<file path="config.mk">
export PLATFORM = sky130hd
export DESIGN_NAME = wb_arbiter
export DESIGN_NICKNAME = d
export VERILOG_FILES = /design/src/rtl/wb_arbiter_pkg.sv /design/src/rtl/wb_fifo.sv /design/src/rtl/wb_arbiter.sv
export SDC_FILE = /design/constraint.sdc
export NUM_CORES = 1
export LEC_CHECK = 0
export ABC_AREA = 1
export CAP_MARGIN = 30
export CORE_UTILIZATION = 34
export CTS_BUF_LIST = sky130_fd_sc_hd__clkbuf_2
export CTS_CLUSTER_DIAMETER = 30
export CTS_CLUSTER_SIZE = 10
export DETAILED_ROUTE_END_ITERATION = 10
export GPL_TIMING_DRIVEN = 0
export SYNTH_ARGS = -nofsm -noshare
export SYNTH_HDL_FRONTEND = slang
export SYNTH_SLANG_ARGS = --single-unit
</file>
<file path="constraint.sdc">
create_clock -name clk -period 15.69 [get_ports clk]
set_input_delay 2.3535 -clock clk [delete_from_list [all_inputs] [get_ports clk]]
set_output_delay 2.3535 -clock clk [all_outputs]
set_load 0.02 [all_outputs]
</file>
<file path="src/rtl/wb_arbiter_pkg.sv">
// -----------------------------------------------------------------------------
// wb_arbiter_pkg
// Shared definitions for the register-file write-back path. The default
// register geometry (width, count, address width) and the src1 starvation
// limit live here so that wb_arbiter and reg_file agree on them.
// -----------------------------------------------------------------------------
package wb_arbiter_pkg;

    localparam int DEF_REG_WIDTH    = 128;
    localparam int DEF_REG_COUNT    = 32;
    localparam int DEF_ADDR_W       = $clog2(DEF_REG_COUNT);
    localparam int DEF_FIFO_DEPTH   = 2;
    localparam int DEF_STARVE_LIMIT = 4;

    // Which source queue wins the write port this cycle.
    typedef enum logic [1:0] {
        GNT_NONE = 2'd0,
        GNT_SRC0 = 2'd1,
        GNT_SRC1 = 2'd2
    } grant_e;

    // src0 (single-cycle ALU) normally has priority; once src1 has lost
    // enough arbitrations in a row it is forced through.
    function automatic grant_e arbitrate(input logic has0,
                                         input logic has1,
                                         input logic starved);
        if (has0 && !starved) return GNT_SRC0;
        if (has1)             return GNT_SRC1;
        if (has0)             return GNT_SRC0;
        return GNT_NONE;
    endfunction

endpackage

</file>
<file path="src/rtl/wb_fifo.sv">
// -----------------------------------------------------------------------------
// wb_fifo
// Small synchronous FIFO holding (address, data) write-back entries.
// DEPTH must be a power of two so that the pointers wrap naturally.
//
// Ports
//   clk, reset            clock, asynchronous active-low reset
//   push, push_addr/data  enqueue (ignored while full)
//   pop                   dequeue head (ignored while empty)
//   full, empty           occupancy flags from the registered count
//   head_addr/data        oldest entry
//   entry_valid/addr      per-slot occupancy and address, for hazard masks
// -----------------------------------------------------------------------------
module wb_fifo
    import wb_arbiter_pkg::*;
#(
    parameter int DATA_W = DEF_REG_WIDTH,
    parameter int ADDR_W = DEF_ADDR_W,
    parameter int DEPTH  = DEF_FIFO_DEPTH
) (
    input  logic                         clk,
    input  logic                         reset,
    input  logic                         push,
    input  logic [ADDR_W-1:0]            push_addr,
    input  logic [DATA_W-1:0]            push_data,
    input  logic                         pop,
    output logic                         full,
    output logic                         empty,
    output logic [ADDR_W-1:0]            head_addr,
    output logic [DATA_W-1:0]            head_data,
    output logic [DEPTH-1:0]             entry_valid,
    output logic [DEPTH-1:0][ADDR_W-1:0] entry_addr
);

    localparam int PTR_W = $clog2(DEPTH);
    localparam int CNT_W = PTR_W + 1;

    logic [ADDR_W-1:0] addr_mem [DEPTH];
    logic [DATA_W-1:0] data_mem [DEPTH];
    logic [PTR_W-1:0]  wr_ptr;
    logic [PTR_W-1:0]  rd_ptr;
    logic [CNT_W-1:0]  count;
    logic              do_push;
    logic              do_pop;

    assign full    = (count == CNT_W'(DEPTH));
    assign empty   = (count == '0);
    assign do_push = push && !full;
    assign do_pop  = pop && !empty;

    // NOTE: sequential state uses non-blocking assignments so every register
    // samples pre-edge values regardless of block evaluation order.
    always_ff @(posedge clk or negedge reset) begin
        if (!reset) begin
            wr_ptr <= '0;
            rd_ptr <= '0;
            count  <= '0;
        end else begin
            if (do_push) wr_ptr <= wr_ptr + 1'b1;
            if (do_pop)  rd_ptr <= rd_ptr + 1'b1;
            case ({do_push, do_pop})
                2'b10:   count <= count + CNT_W'(1);
                2'b01:   count <= count - CNT_W'(1);
                default: count <= count;
            endcase
        end
    end

    // NOTE: storage is deliberately not reset; slots are only observed
    // through entry_valid/count, so stale contents are never visible.
    always_ff @(posedge clk) begin
        if (do_push) begin
            addr_mem[wr_ptr] <= push_addr;
            data_mem[wr_ptr] <= push_data;
        end
    end

    assign head_addr = addr_mem[rd_ptr];
    assign head_data = data_mem[rd_ptr];

    // A slot is live when its distance from the read pointer (mod DEPTH)
    // is below the current occupancy.
    for (genvar i = 0; i < DEPTH; i++) begin : g_entry
        logic [PTR_W-1:0] offset;
        assign offset         = PTR_W'(i) - rd_ptr;
        assign entry_valid[i] = ({1'b0, offset} < count);
        assign entry_addr[i]  = addr_mem[i];
    end

endmodule

</file>
<file path="src/rtl/wb_arbiter.sv">
// -----------------------------------------------------------------------------
// wb_arbiter
// Merges write-back results from the single-cycle ALU (src0) and the
// multi-cycle media unit (src1) onto one register-file write port. Each source
// has its own queue; src0 wins by default, src1 is forced after STARVE_LIMIT
// consecutive losses. Address 0 entries are consumed without a write.
//
// Ports
//   clk, reset                        clock, asynchronous active-low reset
//   src0_valid/addr/data, src0_ready  ALU result handshake
//   src1_valid/addr/data, src1_ready  media unit result handshake
//   write_en/addr/data                registered register-file write port
//   pending                           per-register in-flight write mask
// -----------------------------------------------------------------------------
module wb_arbiter
    import wb_arbiter_pkg::*;
#(
    parameter int REG_WIDTH    = DEF_REG_WIDTH,
    parameter int REG_COUNT    = DEF_REG_COUNT,
    parameter int FIFO_DEPTH   = DEF_FIFO_DEPTH,
    parameter int STARVE_LIMIT = DEF_STARVE_LIMIT,
    localparam int ADDR_W      = $clog2(REG_COUNT)
) (
    input  logic                 clk,
    input  logic                 reset,
    input  logic                 src0_valid,
    input  logic [ADDR_W-1:0]    src0_addr,
    input  logic [REG_WIDTH-1:0] src0_data,
    output logic                 src0_ready,
    input  logic                 src1_valid,
    input  logic [ADDR_W-1:0]    src1_addr,
    input  logic [REG_WIDTH-1:0] src1_data,
    output logic                 src1_ready,
    output logic                 write_en,
    output logic [ADDR_W-1:0]    write_addr,
    output logic [REG_WIDTH-1:0] write_data,
    output logic [REG_COUNT-1:0] pending
);

    localparam int SC_W = $clog2(STARVE_LIMIT + 1);

    logic                              full0, full1;
    logic                              empty0, empty1;
    logic [ADDR_W-1:0]                 head0_addr, head1_addr;
    logic [REG_WIDTH-1:0]              head0_data, head1_data;
    logic [FIFO_DEPTH-1:0]             valid0, valid1;
    logic [FIFO_DEPTH-1:0][ADDR_W-1:0] addr0, addr1;

    grant_e               grant;
    logic [SC_W-1:0]      starve_cnt;
    logic [SC_W-1:0]      starve_nxt;
    logic [ADDR_W-1:0]    sel_addr;
    logic [REG_WIDTH-1:0] sel_data;

    // Ready depends only on registered occupancy, never on the inputs.
    assign src0_ready = !full0;
    assign src1_ready = !full1;

    wb_fifo #(.DATA_W(REG_WIDTH), .ADDR_W(ADDR_W), .DEPTH(FIFO_DEPTH)) u_fifo0 (
        .clk        (clk),
        .reset      (reset),
        .push       (src0_valid),
        .push_addr  (src0_addr),
        .push_data  (src0_data),
        .pop        (grant == GNT_SRC0),
        .full       (full0),
        .empty      (empty0),
        .head_addr  (head0_addr),
        .head_data  (head0_data),
        .entry_valid(valid0),
        .entry_addr (addr0)
    );

    wb_fifo #(.DATA_W(REG_WIDTH), .ADDR_W(ADDR_W), .DEPTH(FIFO_DEPTH)) u_fifo1 (
        .clk        (clk),
        .reset      (reset),
        .push       (src1_valid),
        .push_addr  (src1_addr),
        .push_data  (src1_data),
        .pop        (grant == GNT_SRC1),
        .full       (full1),
        .empty      (empty1),
        .head_addr  (head1_addr),
        .head_data  (head1_data),
        .entry_valid(valid1),
        .entry_addr (addr1)
    );

    // NOTE: every always_comb output gets a default first so no path can
    // leave it unassigned and infer a latch.
    always_comb begin
        grant    = arbitrate(!empty0, !empty1, starve_cnt >= SC_W'(STARVE_LIMIT));
        sel_addr = head0_addr;
        sel_data = head0_data;
        if (grant == GNT_SRC1) begin
            sel_addr = head1_addr;
            sel_data = head1_data;
        end
    end

    // Counts consecutive cycles in which src1 waited; saturates at the limit.
    always_comb begin
        starve_nxt = starve_cnt;
        if (empty1 || grant == GNT_SRC1) begin
            starve_nxt = '0;
        end else if (starve_cnt < SC_W'(STARVE_LIMIT)) begin
            starve_nxt = starve_cnt + SC_W'(1);
        end
    end

    always_ff @(posedge clk or negedge reset) begin
        if (!reset) begin
            starve_cnt <= '0;
        end else begin
            starve_cnt <= starve_nxt;
        end
    end

    // Address and data follow every grant (including address 0), but the
    // strobe is suppressed for address 0 so those entries drain silently.
    always_ff @(posedge clk or negedge reset) begin
        if (!reset) begin
            write_en   <= 1'b0;
            write_addr <= '0;
            write_data <= '0;
        end else begin
            write_en <= 1'b0;
            if (grant != GNT_NONE) begin
                write_en   <= (sel_addr != '0);
                write_addr <= sel_addr;
                write_data <= sel_data;
            end
        end
    end

    // Hazard mask: anything queued or on the write port right now.
    always_comb begin
        pending = '0;
        for (int i = 0; i < FIFO_DEPTH; i++) begin
            if (valid0[i]) pending[addr0[i]] = 1'b1;
            if (valid1[i]) pending[addr1[i]] = 1'b1;
        end
        if (write_en) pending[write_addr] = 1'b1;
        pending[0] = 1'b0;
    end

endmodule

</file>
==> results.md, run 1 <==
- Status: finished, final reports clean
- Placed Instances: 3,874
- Sw power: 2.847 mW
- Routed Antenna Nets: 0
- Rel. slew slack: 0.4320
- Skew-Pair Late Insertion Delay: 1320 ps
- Vias per cell: 4.836
- WP buf/inv: 2
- Row count: 103
- First-pass GRT wire length: 124,500 µm
- Pleak: 13.63 nW
- Worst min-delay path category: reg -> reg
- Power share of the clock group: 0.219
- Syn Area/Cell: 11.45 µm²
- Slowest cell on the critical path: clkdlybuf4s50_1
- Setup_tns: 0 ps
- Number of global-route vias before repair: 19,850
- Critical Path Max Stage Delay: 620 ps
- Worst path arrival time: 3870 ps
- Synth unique cells: 32
- Final count of pins violating max slew: 0
- Yosys top cell by area: edfxtp_1
- Asr flop ratio synth: 0.2142
- Hold_buf cts: 0
- Placeable Area: 78,870 µm²
- Synth top area share: 0.5899
- Setup bufs post-CTS: 0
- Max Freq: 0.1608 GHz
- Unrepaired setup endpoints after global routing: no
- Yosys Warn Count: 0
- Tcrit/Tclk final: 0.3964
- 1st-iter DRT viols: 1,262
- Min Tclk post-route: 6220 ps
- Num CTS Buffers: 142
- Die width: 284.2 µm
- Final hold viol count: 0
- I/O pin count: 438
- DRC violations left: 0
- Hpwl dp: 58,740 µm
- Post-Syn Area: 27,080 µm²
- Grt total ovfl: 0
- Sw frac: 0.3980
- Max-capacitance violation count: 0
- Yosys reg bits: 677
- Initial core utilization: 0.3434
- CTS resizes: 0
- Combinational fraction of design power: 0.399
- Delay-heaviest family, CP: buffers and inverters
- TritonCTS sink count: 677
- PwrDens: 202.0 nW/µm²
- Number of enable flip-flop cells after synthesis: 532
- Initial antenna violation count: 20
- Pre-antenna DRT Iters: 5
- Clk buf depth: 3
- Area delta synth->final: 30.71%
- GRT Total Usage: 0.2082
- Most used cell, CP: nand3_1
- Via Count: 20,070
- Layout net count: 3,241
- Fraction of layout cells with a size suffix above 1: 0.1294
- Final RePlAce weighted congestion: 0.8939
- Setup crit start kind: flip-flop
- H-tree lvl count: 4
- Sequential area share after synthesis: 0.7238
- Clock Skew: 106.3 ps
- DRT Wirelength: 84,800 µm
- Syn nets: 2,638
- Crit Path Max Fanout: 10
- Non-Filler Instances: 4,151
- Endpoint class of the critical path: primary output
- Share of power burned in registers: 0.382
- CP Cell Sequence: buf_2 -> o21ai_0 -> nand3_1 -> nor2_1 -> a21oi_1 -> nand3_1 -> clkdlybuf4s50_1
- CP Class: reg -> out
- WP data required: 13,340 ps
- Slew @ Worst Pin: 847.3 ps
- Worst VDD drop: 0.09684 mV
- Reg clk slew, reported paths: 130 ps
- Die area: 80,790 µm²
- Die height: 284.2 µm
- Leading post-synthesis cells by cell area: edfxtp_1 (59%), dfrtp_1 (13%), nor2_1 (7.7%)
- Cells after Synth: 2,365
- CTS tree: built
- DR WL/cell: 20.43 µm
- Internal Power: 4.305 mW
- Cell at the root of the clock tree: clkbuf_2
- Final setup vio count: 0
- Largest net degree at the start of global routing: 84
- Dominant synthesized flop cell: edfxtp_1
- PortBufs: 436
## per-layer routing
layer | up-vias | global-route usage | share of wire
met5 | - | 0 | 0.0014
met4 | 20 | 0.07245 | 0.022
met3 | 156 | 0.05722 | 0.071
met2 | 722 | 0.3446 | 0.49
met1 | 9744 | 0.2615 | 0.41
li1 | 9432 | - | -
## cell type report
class	instances	area [µm²]
inverter	82	307.8
clock inverter	104	1310
buffer	121	656.9
tap	1050	1314
antenna	11	27.53
multi-input combinational	1485	6545
clock buffer	162	810.8
sequential	677	19600
timing repair buffer	459	4825
fill	7464	43470
## final timing paths
| kind | startpoint | end | slack, ps | depth (start not counted) |
|---|---|---|---|---|
| max | u_fifo1.rd_ptr | pending[12] | 9470 | 7 |
| min | starve_cnt[0] | starve_cnt[0] | 440 | 1 |
| max reg2reg | u_fifo1.count[0] | u_fifo1.data_mem[0][6] | 13120 | 7 |
| min reg2reg | starve_cnt[0] | starve_cnt[0] | 440 | 1 |
| max in group asynchronous | reset | write_data[15] | 13690 | 2 |
| min in group asynchronous | reset | write_data[87] | 1030 | 1 |
## sequential cells by signal, summed over array words and instances, names as in the netlist, 2 cells and up
name,flops
u_fifo0.addr_mem,10
u_fifo1.data_mem,256
u_fifo0.count,2
write_addr,5
u_fifo1.count,2
u_fifo1.addr_mem,10
write_data,128
starve_cnt,3
u_fifo0.data_mem,256
## Yosys cell counts, types with 2 or more instances
cell	n
inv_1	77
nor3_2	7
edfxtp_1	532
nand2_4	5
nor3_1	7
ha_1	3
xor2_1	4
nor2_1	556
nand3_1	183
a21oi_2	2
a21oi_1	32
o21ai_1	22
clkbuf_1	30
inv_2	5
buf_2	68
o21ai_0	242
nor2_4	2
dfrtp_1	145
clkbuf_2	4
nand4_1	20
o21ai_2	11
xnor2_1	2
buf_6	10
o22ai_1	4
a22oi_1	13
buf_4	7
nand2_1	367
## logic make-up (layout without fill, tap and decap cells)
group                      count (synthesis)  in the layout  share of synthesized area
adders and majority gates                  3              3                   0.001386
AOI/OAI and AO/OA                        327            327                    0.06371
xor gates and xnor gates                   6              6                   0.001940
DFF                                      677            677                     0.7238
other                                      1             12                  0.0001385
buffers and inverters                    203            928                    0.03562
and+or+nand+nor                         1148           1148                     0.1734
## placed cells by master, fill, tap and decap left out, types with 12 or more instances in the layout
cell             synthesis  final
a21oi_1                 32     32
a22oi_1                 13     13
buf_12                   0     18
buf_2                   68     69
bufinv_16                0     28
clkbuf_1                30     30
clkbuf_2                 4    166
clkdlybuf4s50_1          0    435
clkinv_1                 0     17
clkinv_2                 0     23
clkinvlp_4               0     12
dfrtp_1                145    145
edfxtp_1               532    532
inv_1                   77     77
nand2_1                367    367
nand3_1                183    183
nand4_1                 20     20
nor2_1                 556    552
o21ai_0                242    242
o21ai_1                 22     22
## power by group through the flow
stage          clock network [mW]  registers [mW]  logic [mW]
6_report                     1.57            2.73        2.85
2_1_floorplan                   0            3.00        1.36
3_3_place_gp                    0            2.92        2.77
3_5_place_dp                    0            2.77        2.89
4_1_cts                      1.61            2.73        2.89
5_1_grt                      1.70            2.78        3.13
## stage by stage
stage	setup slack [ps]	utilization	hold WS, ps	instance area (µm²)	total power, mW
CTS	9237	0.4485	445.7	35370	7.238
global placement	1724	0.4154	426.5	32760	5.685
detailed placement	10720	0.4216	427.8	33250	5.652
finish	9470	0.4488	443.5	35400	7.152
floorplan	7061	-	409.6	27080	4.367
global route	9111	0.4487	462.9	35390	7.603
## worst reg2reg max path, cell delays in order, from the launching register on
cell     delay (ps)
dfrtp_1         480
inv_2            90
nand2_1         130
nand2_1         180
nor2_4          580
buf_12          300
buf_16          240
buf_12          250
Note: power is estimated with default switching activity, not from simulation.
==> run 2: changes to the inputs <==
==> constraint.sdc (replaced) <==
create_clock -name clk -period 6.29 [get_ports clk]
set_input_delay 0.9435 -clock clk [delete_from_list [all_inputs] [get_ports clk]]
set_output_delay 0.9435 -clock clk [all_outputs]
set_load 0.02 [all_outputs]
==> run 2 against run 1 <==
  * Clock power rose by 130%
  * Sequential cell count did not move
  * Power rose by 150%
  * Global-route usage fell by 0.36 points
  * Final area fell by 0.44%
  * Cell count fell by 0.22%
  * Combinational power rose to 2.5 times the previous value
  * Sequential share of layout area rose by 0.25 points
  * Routed wire length fell by 2.0%
  * Utilization fell by 0.20 points
  * Die area did not move
  * Critical path type unchanged
  * Largest power group unchanged
==> results.md, run 2 (synthesis results as in run 1) <==
- Status: finished, final reports clean
- Met1 wire length: 35,080 µm
- Clock Skew: 151.2 ps
- Wire length on met2: 40,860 µm
- Fraction of layout cells with a size suffix above 1: 0.1254
- TritonCTS sink count: 677
- Delay-heaviest family, CP: buffers and inverters
- CP Cell Sequence: buf_2 -> o21ai_0 -> nand3_1 -> nor2_1 -> a21oi_1 -> nand3_1 -> clkdlybuf4s50_1
- Final hold viol count: 0
- Rel. slew slack: 0.3871
- Tcrit/Tclk final: 0.7434
- Endpoint class of the critical path: primary output
- 1st-iter DRT viols: 1,521
- Setup crit start kind: flip-flop
- DRC violations left: 0
- Skew-Pair Late Insertion Delay: 1300 ps
- Initial antenna violation count: 6
- Grt total ovfl: 0
- Worst path arrival time: 3730 ps
- Die area: 80,790 µm²
- Area of the multi-input gates: 6545 µm²
- Vias per cell: 4.812
- Slew @ Worst Pin: 914.4 ps
- Commonest cells after routing, fill and taps aside: nor2_1 (552), edfxtp_1 (532), clkdlybuf4s50_1 (435)
- Layout net count: 3,241
- PortBufs: 436
- Slowest cell on the critical path: clkdlybuf4s50_1
- Num CTS Buffers: 139
- Final setup vio count: 0
- I/O pin count: 438
- Clk buf depth: 3
- Initial core utilization: 0.3434
- Core Util, Final: 0.4469
- Most used cell, CP: nand3_1
- Max-capacitance violation count: 0
- Routed Antenna Nets: 0
- Placed Instances: 3,874
- Crit Path Max Fanout: 10
- Hold path startpoint: src0_data[122]
- Area delta synth->final: 30.13%
- Critical Path Max Stage Delay: 630 ps
- Critical R2R Launch: u_fifo0.count[1]
- DRT Wirelength: 83,080 µm
- Final count of pins violating max slew: 0
- Max Freq: 0.2139 GHz
- Pre-antenna DRT Iters: 5
- H-tree lvl count: 4
- Register area: 19,600 µm²
- CP Class: reg -> out
- Via Count: 19,930
- CTS tree: built
- Final RePlAce weighted congestion: 0.9400
- DR WL/cell: 20.06 µm
- Cell at the root of the clock tree: clkbuf_2
- Row count: 103
- Routed wl met3: 5515 µm
- GRT Total Usage: 0.2046
- Reg clk slew, reported paths: 150 ps
- Crit path from: u_fifo1.rd_ptr
- Unrepaired setup endpoints after global routing: no
- Number of global-route vias before repair: 19,800
- Largest net degree at the start of global routing: 89
- Placeable Area: 78,870 µm²
- Worst VDD drop: 0.2992 mV
- Worst min-delay path category: in -> reg
- Top flop regs: u_fifo0.data_mem x256, u_fifo1.data_mem x256, write_data x128
- Fillers: 7,453
- Die height: 284.2 µm
- Pleak: 13.53 nW
- WP data required: 5350 ps
- Non-Filler Instances: 4,142
- PwrDens: 497.9 nW/µm²
- WP buf/inv: 2
- Highest metal used: met5
- Hpwl dp: 57,680 µm
- First-pass GRT wire length: 123,300 µm
- Die width: 284.2 µm
- Most common cell after layout, fill and taps aside: nor2_1
- Min Tclk post-route: 4676 ps
run 2: final timing paths:
path                       slack, ps                        to  depth (start not counted)
setup / recovery                1610               pending[12]                          7
hold / removal                   220  u_fifo0.data_mem[1][122]                          1
setup reg to reg                3840   u_fifo0.data_mem[0][64]                          7
hold reg to reg                  450             starve_cnt[0]                          1
max in group asynchronous       4600            write_data[22]                          4
min in group asynchronous        710            write_data[93]                          3
run 2: area by class of cell:
type                    instances  share of cell area
clock inverters                99             0.03245
plain buffers                 121             0.01864
flip-flops and latches        677              0.5562
inverters                      82            0.008733
diodes                          6           0.0004260
well taps                    1050             0.03728
clock buffers                 160             0.02272
repair buffers                462              0.1378
multi-input cells            1485              0.1857
run 2: power by group:
group / total [mW] / switching, mW / internal, mW
combinational: 7.14 / 4.64 / 2.51
sequential: 6.78 / 0.523 / 6.25
clock: 3.63 / 1.88 / 1.75
run 2: layer usage:
layer | up-vias | track usage
li1 | 9432 | -
met1 | 9622 | 0.2666
met2 | 739 | 0.3402
met3 | 132 | 0.04358
met4 | 6 | 0.06425
met5 | - | 0
run 2: timing repair:
item                      CTS  global route
hold buffers                3             0
hold endpoints to repair  124             0
gates resized for setup     0             0
setup buffers               0             0
run 2: metrics by stage:
| stage | power, mW | setup TNS [ps] | cell area (µm²) | hold WS, ps | setup WS, ps |
|---|---|---|---|---|---|
| 6_report | 17.55 | 0 | 35240 | 224.2 | 1614 |
| 5_1_grt | 18.66 | 0 | 35230 | 55.95 | 1317 |
| 4_1_cts | 17.76 | 0 | 35230 | 21.58 | 1400 |
| 3_5_place_dp | 14.09 | 0 | 33250 | 429.7 | 2877 |
| 3_3_place_gp | 14.03 | -1414350 | 32770 | 431.2 | -2839 |
| 2_1_floorplan | 10.81 | 0 | 27090 | 409.6 | 1314 |
run 2: worst reg2reg max path, cell delays in order (launching register included):
cell     delay (ps)
dfrtp_1         470
inv_1           140
or2_2           200
nand2_1         170
nor2_4          480
buf_16          240
buf_12          220
buf_12          250
==> run 3: changes to the inputs <==
==> constraint.sdc (replaced) <==
create_clock -name clk -period 4.05 [get_ports clk]
set_input_delay 0.6075 -clock clk [delete_from_list [all_inputs] [get_ports clk]]
set_output_delay 0.6075 -clock clk [all_outputs]
set_load 0.02 [all_outputs]
==> run 3 against run 2 <==
  * Sequential share of layout area decreased by 4.4 points
  * Register-to-register slack got worse by 2400 ps
  * Via count increased by 6.9%
  * First-iteration DRC count increased by 7.6%
  * Count of clock-buffer cells in the layout decreased by 5
  * Utilization increased by 3.8 points
  * Worst setup slack got worse by 1400 ps
  * Power increased by 59%
  * Cell count increased by 6.9%
  * Critical path type unchanged
  * Highest routed layer unchanged
==> results.md, run 3 (synthesis results as in run 1) <==
- Slew @ Worst Pin: 966.0 ps
- Die area: 80,790 µm²
- Worst min-delay path category: in -> async
- Pleak: 14.86 nW
- Length in cells of the worst reg-to-reg path: 7
- Critical R2R Launch: u_fifo1.count[0]
- PortBufs: 436
- Final RePlAce weighted congestion: 0.9388
- Reg clk slew, reported paths: 160 ps
- PwrDens: 729.8 nW/µm²
- Placeable Area: 78,870 µm²
- Clk buf depth: 3
- Fraction of layout cells with a size suffix above 1: 0.1275
- Area of the multi-input gates: 6664 µm²
- Final count of pins violating max slew: 0
- Status: finished, final reports clean
- Pre-antenna DRT Iters: 5
- Die height: 284.2 µm
- Crit path from: u_fifo1.rd_ptr
- WP data required: 3440 ps
- Vias per cell: 4.811
- Initial antenna violation count: 8
- 1st-iter DRT viols: 1,636
- Rel. slew slack: 0.3545
- Final hold viol count: 0
- DR WL/cell: 19.63 µm
- Reg2reg end: u_fifo1.data_mem[0][20]
- Crit Path Max Fanout: 8
- Register area: 19,610 µm²
- DRT Wirelength: 86,900 µm
- Hpwl dp: 57,380 µm
- First-pass GRT wire length: 129,500 µm
- Largest net degree at the start of global routing: 96
- Core Util, Final: 0.4849
- Setup crit start kind: flip-flop
- Max Freq: 0.2618 GHz
- Initial core utilization: 0.3434
- Die width: 284.2 µm
- Tcrit/Tclk final: 0.9431
- H-tree lvl count: 4
- Grt total ovfl: 0
- CP Class: reg -> out
- Fillers: 7,179
- Row count: 103
- Min Tclk post-route: 3819 ps
- CP Cell Sequence: inv_2 -> a21oi_1 -> nor3_4 -> buf_12 -> nand2_1 -> nand4_1 -> clkdlybuf4s50_1
- Worst VDD drop: 0.3911 mV
- Max-capacitance violation count: 0
- Critical Path Max Stage Delay: 630 ps
- Via Count: 21,300
- Overall power: 27.91 mW
- Final setup vio count: 0
- Skew-Pair Late Insertion Delay: 1290 ps
- DRC violations left: 0
- Slowest cell on the critical path: clkdlybuf4s50_1
- Cell at the root of the clock tree: clkbuf_2
- Endpoint class of the critical path: primary output
- Crit path capture: pending[22]
- Placement Cell Area: 33,250 µm²
- Commonest cells after routing, fill and taps aside: nor2_1 (552), edfxtp_1 (532), clkdlybuf4s50_1 (411)
- Area delta synth->final: 41.21%
- Unrepaired setup endpoints after global routing: yes
- Num CTS Buffers: 142
- I/O pin count: 438
- Number of global-route vias before repair: 21,380
- Final Cell Area: 38,240 µm²
- Most common cell after layout, fill and taps aside: nor2_1
- Routed Antenna Nets: 0
- GRT Total Usage: 0.2134
- Clock Skew: 129.7 ps
- Worst path arrival time: 3210 ps
- R2R setup slack: 1430 ps
- TritonCTS sink count: 677
- CTS tree: built
- Top flop regs: u_fifo0.data_mem x256, u_fifo1.data_mem x256, write_data x128
- Layout net count: 3,517
## run 3: cell count changes in the layout (fill, tap and decap cells not counted), sizes merged
cell / previous run / this run
clkdlybuf4s15: 0 / 1
dlygate4sd3: 3 / 270
buf: 111 / 119
clkbuf: 194 / 188
clkinvlp: 17 / 21
clkdlybuf4s50: 435 / 411
clkinv: 49 / 48
dlymetal6s2s: 0 / 1
diode: 6 / 11
inv: 92 / 101
dlygate4sd2: 0 / 21
## run 3: worst max-delay path: cells and delay by family, from the launching register on
kind | cells | cell delay (ps)
buffers and inverters | 3 | 940
DFF | 1 | 490
and+or+nand+nor | 3 | 390
AOI/OAI and AO/OA | 1 | 120
## run 3: per-layer routing
metal  up-vias  GRT usage  wire length (µm)
li1       9996          -                 -
met2       871     0.3589             42950
met5         -          0                27
met3       146    0.04157              5912
met1     10280     0.2721             35710
met4         4    0.07984              2296
## run 3: layout make-up
| cell class | instances | share of cell area |
|---|---|---|
| Sequential cell | 677 | 0.5127 |
| Clock inverter | 111 | 0.03327 |
| Timing Repair Buffer | 737 | 0.1989 |
| Tap cell | 1050 | 0.03435 |
| Clock buffer | 155 | 0.02028 |
| Antenna cell | 11 | 0.0007198 |
| Inverter | 82 | 0.008146 |
| Buffer | 119 | 0.01737 |
| Multi-Input combinational cell | 1485 | 0.1742 |
## run 3: timing repair
item | CTS | global route
hold buffers | 271 | 0
gates resized for setup | 58 | 3
endpoints found under the hold margin | 679 | 0
setup buffers | 7 | 0
pin swaps | 4 | 0
setup endpoints to repair | 31 | 4
## run 3: worst min path at each step
| stage | startpoint | to | cells past startpoint |
|---|---|---|---|
| 5_1_grt | src1_data[38] | u_fifo1.data_mem[0][38] | 2 |
| 4_1_cts | reset | u_fifo1.count[1] | 4 |
| 3_5_place_dp | starve_cnt[0] | starve_cnt[0] | 1 |
| 3_3_place_gp | starve_cnt[0] | starve_cnt[0] | 1 |
| 2_1_floorplan | reset | starve_cnt[0] | 0 |
| 6_report | reset | u_fifo1.count[1] | 4 |
## run 3: where the power goes
part           internal, mW  total [mW]  leakage (nW)  switching [mW]
clock network          2.76        5.86          1.21            3.10
registers              9.72        10.6          6.57           0.912
logic                  4.08        11.4          7.07            7.34
## run 3: per-stage QoR
step / hold slack (ps) / worst slack (ps) / instances / TNS [ps]
detailed placement: 450.1 / 980.4 / 3874 / 0
global placement: 428.2 / -5259 / 3851 / -2177430
global route: 293.6 / -0.7396 / 4419 / -0.7396
CTS: 183.5 / 2.226 / 4416 / 0
finish: 413.2 / 230.6 / 4427 / 0
floorplan: 311.9 / -746.7 / 2365 / -196750
